===== src/rtl/dt_res_arbiter_if.sv =====
// Requester-side bus of the result-RAM arbiter: two command ports plus the
// shared read-return path.
// Handshake: a port's command is accepted in any cycle where reqN and gntN are both high.
// The port keeps req/we/addr/wdata stable until that cycle.
// rvalidN marks the single cycle in which rdata carries the port's read data.
interface dt_res_arbiter_if #(
    parameter int ADDR_W = 14,
    parameter int DATA_W = 8
);
    logic              req0;
    logic              we0;
    logic [ADDR_W-1:0] addr0;
    logic [DATA_W-1:0] wdata0;
    logic              req1;
    logic              we1;
    logic [ADDR_W-1:0] addr1;
    logic [DATA_W-1:0] wdata1;
    logic              gnt0;
    logic              gnt1;
    logic              rvalid0;
    logic              rvalid1;
    logic [DATA_W-1:0] rdata;

    modport master (
        output req0, we0, addr0, wdata0,
        output req1, we1, addr1, wdata1,
        input  gnt0, gnt1, rvalid0, rvalid1, rdata
    );

    modport slave (
        input  req0, we0, addr0, wdata0,
        input  req1, we1, addr1, wdata1,
        output gnt0, gnt1, rvalid0, rvalid1, rdata
    );
endinterface


===== src/rtl/dt_res_arbiter.sv =====
// Shares the result RAM between the DT engine (port 0, priority) and the host
// port (port 1), with a starvation guard and a fixed 2-cycle read return.
module dt_res_arbiter #(
    parameter int ADDR_W     = 14,
    parameter int DATA_W     = 8,
    parameter int STARVE_MAX = 4
) (
    input  logic              clk,
    input  logic              reset,
    dt_res_arbiter_if.slave   bus,
    output logic              res_rd,
    output logic              res_wr,
    output logic [ADDR_W-1:0] res_addr,
    output logic [DATA_W-1:0] res_do,
    input  logic [DATA_W-1:0] res_di,
    output logic              dbg_pri1,
    output logic [3:0]        dbg_starve_cnt
);
    typedef enum logic {
        PRI0 = 1'b0,
        PRI1 = 1'b1
    } pri_t;

    localparam logic [3:0] STARVE_LAST = 4'(STARVE_MAX - 1);

    pri_t        state_q, state_d;
    logic [3:0]  starve_q, starve_d;
    logic        gnt0, gnt1;
    logic        grant, win_we;
    logic [ADDR_W-1:0] win_addr;
    logic [DATA_W-1:0] win_wdata;
    logic        tag_v, tag_id;
    logic        rvalid0_q, rvalid1_q;
    logic [DATA_W-1:0] rdata_q;

    always_ff @(posedge clk) begin
        if (reset) begin
            state_q  <= PRI0;
            starve_q <= 4'd0;
        end else begin
            state_q  <= state_d;
            starve_q <= starve_d;
        end
    end

    always_comb begin
        gnt0     = 1'b0;
        gnt1     = 1'b0;
        state_d  = state_q;
        starve_d = starve_q;
        case (state_q)
            PRI0: begin
                gnt0 = bus.req0;
                gnt1 = bus.req1 & ~bus.req0;
                if (gnt0 && bus.req1 && starve_q == STARVE_LAST)
                    state_d = PRI1;
            end
            PRI1: begin
                gnt1 = bus.req1;
                gnt0 = bus.req0 & ~bus.req1;
                if (gnt1 || !bus.req1)
                    state_d = PRI0;
            end
            default: state_d = PRI0;
        endcase
        // The count saturates; the PRI1 state itself remembers the final wait.
        if (gnt1 || !bus.req1)
            starve_d = 4'd0;
        else if (gnt0 && starve_q != STARVE_LAST)
            starve_d = starve_q + 4'd1;
    end

    assign grant     = gnt0 | gnt1;
    assign win_we    = gnt1 ? bus.we1    : bus.we0;
    assign win_addr  = gnt1 ? bus.addr1  : bus.addr0;
    assign win_wdata = gnt1 ? bus.wdata1 : bus.wdata0;

    always_ff @(posedge clk) begin
        if (reset) begin
            res_rd    <= 1'b0;
            res_wr    <= 1'b0;
            res_addr  <= '0;
            res_do    <= '0;
            tag_v     <= 1'b0;
            tag_id    <= 1'b0;
            rvalid0_q <= 1'b0;
            rvalid1_q <= 1'b0;
            rdata_q   <= '0;
        end else begin
            res_rd <= grant & ~win_we;
            res_wr <= grant & win_we;
            if (grant) begin
                res_addr <= win_addr;
                res_do   <= win_wdata;
            end
            tag_v     <= grant & ~win_we;
            tag_id    <= gnt1;
            rvalid0_q <= tag_v & ~tag_id;
            rvalid1_q <= tag_v & tag_id;
            if (tag_v)
                rdata_q <= res_di;
        end
    end

    assign bus.gnt0       = gnt0;
    assign bus.gnt1       = gnt1;
    assign bus.rvalid0    = rvalid0_q;
    assign bus.rvalid1    = rvalid1_q;
    assign bus.rdata      = rdata_q;
    assign dbg_pri1       = (state_q == PRI1);
    assign dbg_starve_cnt = starve_q;
endmodule


===== src/flat_wrapper.sv =====
// flat-port wrapper written by rule: the top's interface ports become plain ports
module dt_res_arbiter_flat 
#(
    parameter int ADDR_W     = 14,
    parameter int DATA_W     = 8,
    parameter int STARVE_MAX = 4
)
  (clk, reset, res_rd, res_wr, res_addr, res_do, res_di, dbg_pri1, dbg_starve_cnt, bus_req0, bus_we0, bus_addr0, bus_wdata0, bus_req1, bus_we1, bus_addr1, bus_wdata1, bus_gnt0, bus_gnt1, bus_rvalid0, bus_rvalid1, bus_rdata);
  dt_res_arbiter_if #(.ADDR_W(ADDR_W), .DATA_W(DATA_W)) bus_i ();
  input  logic clk;
  input  logic reset;
  output logic res_rd;
  output logic res_wr;
  output logic [ADDR_W-1:0] res_addr;
  output logic [DATA_W-1:0] res_do;
  input  logic [DATA_W-1:0] res_di;
  output logic dbg_pri1;
  output logic [3:0] dbg_starve_cnt;
  input wire logic [$bits(bus_i.req0)-1:0] bus_req0;
  input wire logic [$bits(bus_i.we0)-1:0] bus_we0;
  input wire logic [$bits(bus_i.addr0)-1:0] bus_addr0;
  input wire logic [$bits(bus_i.wdata0)-1:0] bus_wdata0;
  input wire logic [$bits(bus_i.req1)-1:0] bus_req1;
  input wire logic [$bits(bus_i.we1)-1:0] bus_we1;
  input wire logic [$bits(bus_i.addr1)-1:0] bus_addr1;
  input wire logic [$bits(bus_i.wdata1)-1:0] bus_wdata1;
  output wire logic [$bits(bus_i.gnt0)-1:0] bus_gnt0;
  output wire logic [$bits(bus_i.gnt1)-1:0] bus_gnt1;
  output wire logic [$bits(bus_i.rvalid0)-1:0] bus_rvalid0;
  output wire logic [$bits(bus_i.rvalid1)-1:0] bus_rvalid1;
  output wire logic [$bits(bus_i.rdata)-1:0] bus_rdata;
  assign bus_i.req0 = bus_req0;
  assign bus_i.we0 = bus_we0;
  assign bus_i.addr0 = bus_addr0;
  assign bus_i.wdata0 = bus_wdata0;
  assign bus_i.req1 = bus_req1;
  assign bus_i.we1 = bus_we1;
  assign bus_i.addr1 = bus_addr1;
  assign bus_i.wdata1 = bus_wdata1;
  assign bus_gnt0 = bus_i.gnt0;
  assign bus_gnt1 = bus_i.gnt1;
  assign bus_rvalid0 = bus_i.rvalid0;
  assign bus_rvalid1 = bus_i.rvalid1;
  assign bus_rdata = bus_i.rdata;
  dt_res_arbiter #(.ADDR_W(ADDR_W), .DATA_W(DATA_W), .STARVE_MAX(STARVE_MAX)) u_core (.clk(clk), .reset(reset), .bus(bus_i), .res_rd(res_rd), .res_wr(res_wr), .res_addr(res_addr), .res_do(res_do), .res_di(res_di), .dbg_pri1(dbg_pri1), .dbg_starve_cnt(dbg_starve_cnt));
endmodule

===== config.mk =====
export PLATFORM = sky130hd
export DESIGN_NAME = dt_res_arbiter_flat
export DESIGN_NICKNAME = d
export VERILOG_FILES = /design/src/rtl/dt_res_arbiter_if.sv /design/src/rtl/dt_res_arbiter.sv /design/src/flat_wrapper.sv
export SDC_FILE = /design/constraint.sdc
export NUM_CORES = 1
export LEC_CHECK = 0
export CORE_UTILIZATION = 32
export DETAILED_ROUTE_END_ITERATION = 12
export HOLD_SLACK_MARGIN = 0.02
export MAX_ROUTING_LAYER = met4
export PLACE_DENSITY = 0.74
export SLEW_MARGIN = 20
export SYNTH_ARGS = -nofsm -noshare
export SYNTH_HDL_FRONTEND = slang
export SYNTH_SLANG_ARGS = --single-unit

===== constraint.sdc =====
create_clock -name clk -period 1.4 [get_ports clk]
set_clock_uncertainty 0.2 [all_clocks]
set_input_delay 0.21 -clock clk [delete_from_list [all_inputs] [get_ports clk]]
set_output_delay 0.21 -clock clk [all_outputs]
set_load 0.02 [all_outputs]

==> flow_metrics.tcl <==
set metrics [dict create \
    grt_start_max_net_pins 24 \
    cts.sinks 40 \
    finalNonFillerCells 310 \
    drt-vias-per-instance 4.88 \
    synth_nets 202 \
    ir_drop_v 0.000422 \
    place_inst 299 \
    netlist.area_leader.share_pct 51.4 \
    grt_pass1_vias 1445 \
    coreArea_um2 4690 \
    antenna_found_initial 0 \
    finalWorstSetupSlack_ps -157 \
    syn_inst 143 \
    worst-endpoint-required_ps 1370 \
    insertedDiodeCount 0 \
    final_area_um2 2820 \
    cp.buffers_inverters 1 \
    cp_slowest_cell "a221o_2" \
    yosysSeqAreaShare_pct 51.4 \
    power_density_nw_per_um2 869 \
    violations "setup timing" \
    syn_avg_cell_area_um2 10.9 \
    ff_latch_area_um2 807 \
    setup_viol 26 \
    yosysTopAreaCell "dfxtp_1" \
    die_h_um 71.7 \
    worstPathCellList "nand2b_4, and3b_1, buf_12, a221o_2" \
    drive_gt1_share_pct 20.7 \
    die_area_um2 5150 \
    final_net_count 315 \
    hold_class "reg2reg" \
    syn_area_um2 1560 \
    yosys-top-cells-area "dfxtp_1 (51%), a221o_1 (12%), and2_1 (8.8%)" \
    routed_wl_um 4200 \
    power_mw 2.45 \
    place.detailed.hpwl_um 2830 \
    path_class "reg2reg" \
    grt.total_usage_pct 17.0 \
    timing.max_cap.violations 0 \
    min_period_ps 1560 \
    worst-path-max-fanout 23 \
    multiInputGateArea_um2 788 \
    critPathLaunchType "register" \
    min_period_over_period_pct 111 \
    fillerInstances 424 \
    cts_inserted_buffers 5 \
    wl_per_cell_um 13.5 \
    hold_violations 0 \
    core.rowCount 25 \
    postCtsHoldBufs 0 \
    syn2layout_area_growth_pct 81.3 \
    max_slew_margin_pct 53.8 \
    place_congestion 0.826 \
    vias 1512 \
    grt_pass1_wl_um 6630 \
    drv_slew 0 \
    ios 99 \
    placed_area_um2 2670 \
    status "complete, but fails checks" \
    drc 0 \
    fmax_ghz 0.642 \
    hold_ws_ps 219 \
    first_iter_violations 69 \
    ant_nets 0 \
    io_buffer_count 98 \
    cts_max_level 2 \
    cp.arrival_ps 1530 \
    synth_cell_type_count 26 \
    clock_path_buffers 2 \
    die_x_um 71.7 \
    p_leak_nw 1.22 \
    synth_seq_cells 40 \
    start_util_pct 33.2 \
    worst_slew_pin_slew_ps 691 \
    cts_tree "yes" \
    insertion_delay_ps 280 \
    clock-root-buffer "clkbuf_8" \
    cts.clk_slew.worst_paths_ps 70 \
    cp_top_family "compound AO/OA/AOI/OAI gates" \
    yosys_warnings 0 \
    gr-total-overflow 0 \
    critPathMaxStageDelay_ps 370 \
    end_kind "register" \
    drt_first_pass_iters 4 \
    rsz0062_at_grt "yes" \
]
-- registers in the layout, indices dropped and copies added, names as in the netlist --
register and count:
u_core.bus.rvalid0 1, u_core.res_rd 1, u_core.dbg_starve_cnt 4, u_core.tag_id 1
u_core.bus.rvalid1 1, u_core.res_addr 14, u_core.bus.rdata 8, u_core.res_do 8
u_core.dbg_pri1 1, u_core.res_wr 1
-- area by class of cell --
cell class / instances / share of cell area, %
Tap cell: 54 / 2.39
Timing Repair Buffer: 114 / 38.0
Sequential cell: 40 / 28.6
Inverter: 2 / 0.266
Clock buffer: 6 / 2.57
Clock inverter: 1 / 0.177
Multi-Input combinational cell: 93 / 27.9
-- worst paths after layout --
| kind | from | cells past startpoint | endpoint | slack, ps |
|---|---|---|---|---|
| max reg2reg | u_core.dbg_pri1$_SDFF_PP0_ | 4 | u_core.res_addr[2]$_SDFFE_PP0P_ | -160 |
| max | u_core.dbg_pri1$_SDFF_PP0_ | 4 | u_core.res_addr[2]$_SDFFE_PP0P_ | -160 |
| min reg2reg | u_core.tag_id$_SDFF_PP0_ | 1 | u_core.bus.rvalid0$_SDFF_PP0_ | 220 |
| min | u_core.tag_id$_SDFF_PP0_ | 1 | u_core.bus.rvalid0$_SDFF_PP0_ | 220 |
-- cells in the mapped netlist --
cell,count
nand3b_1,1
a221o_2,3
nand2b_1,2
dfxtp_1,40
a21oi_1,6
and2_1,22
and2_2,1
a32oi_1,1
buf_6,3
nor2_1,10
nor3b_1,2
and3b_1,2
o21ai_0,4
buf_2,3
clkbuf_1,3
inv_1,2
ha_1,1
mux2i_1,8
or3_1,2
a21bo_2,1
nand2b_4,1
nand4b_1,1
a221o_1,19
or3b_2,2
nand3_1,2
nor3_1,1
-- per-layer routing --
metal / vias up / GRT usage, % / routed length, µm
met2: 68 / 27.5 / 1940
met1: 691 / 20.5 / 1890
li1: 750 / - / -
met3: 3 / 4.22 / 333
met4: 0 / 5.88 / 30
met5: - / - / 0
-- metrics by stage --
| step | utilization (%) | setup TNS [ps] | setup slack [ps] |
|---|---|---|---|
| floorplan | - | -2830 | -132 |
| global placement | 57.0 | -22730 | -850 |
| detailed placement | 57.0 | -24120 | -899 |
| CTS | 59.2 | -2350 | -157 |
| global route | 60.1 | -3250 | -186 |
| finish | 60.1 | -2290 | -157 |
-- what timing repair did --
action	CTS	global route
pin swaps	4	4
endpoints found under the setup margin	69	47
gates cloned	1	0
buffers inserted	2	1
gates resized for setup	68	30
-- placed cells by master (no fill, tap or decap), types with 2 or more instances in the layout --
cell              n
clkbuf_2          4
a221o_1          19
and2_1           21
clkbuf_8          5
o21ai_0           4
buf_4            14
nand3_1           2
dlygate4sd2_1    22
and3b_1           2
nor2_1           10
a221o_2           3
dfxtp_1          37
a21oi_4           2
or3_4             2
mux2i_1           8
a21oi_2           3
or3b_4            2
clkdlybuf4s15_1  15
dfxtp_2           2
buf_6             3
and2_4            2
a21oi_1           2
clkdlybuf4s50_1  54
nand2b_4          2
-- power breakdown --
| group | internal [mW] | switching, mW | leakage (nW) |
|---|---|---|---|
| registers | 1.20 | 0.0288 | 0.331 |
| logic | 0.298 | 0.215 | 0.844 |
| clock network | 0.339 | 0.372 | 0.0410 |
-- logic make-up after synthesis --
family | share of synthesized area [%]
and+or+nand+nor | 19.5
buffers and inverters | 4.34
AOI/OAI and AO/OA | 18.8
DFF | 51.4
muxes | 5.14
adders and majority gates | 0.804
(Power assumes the default switching activity.)
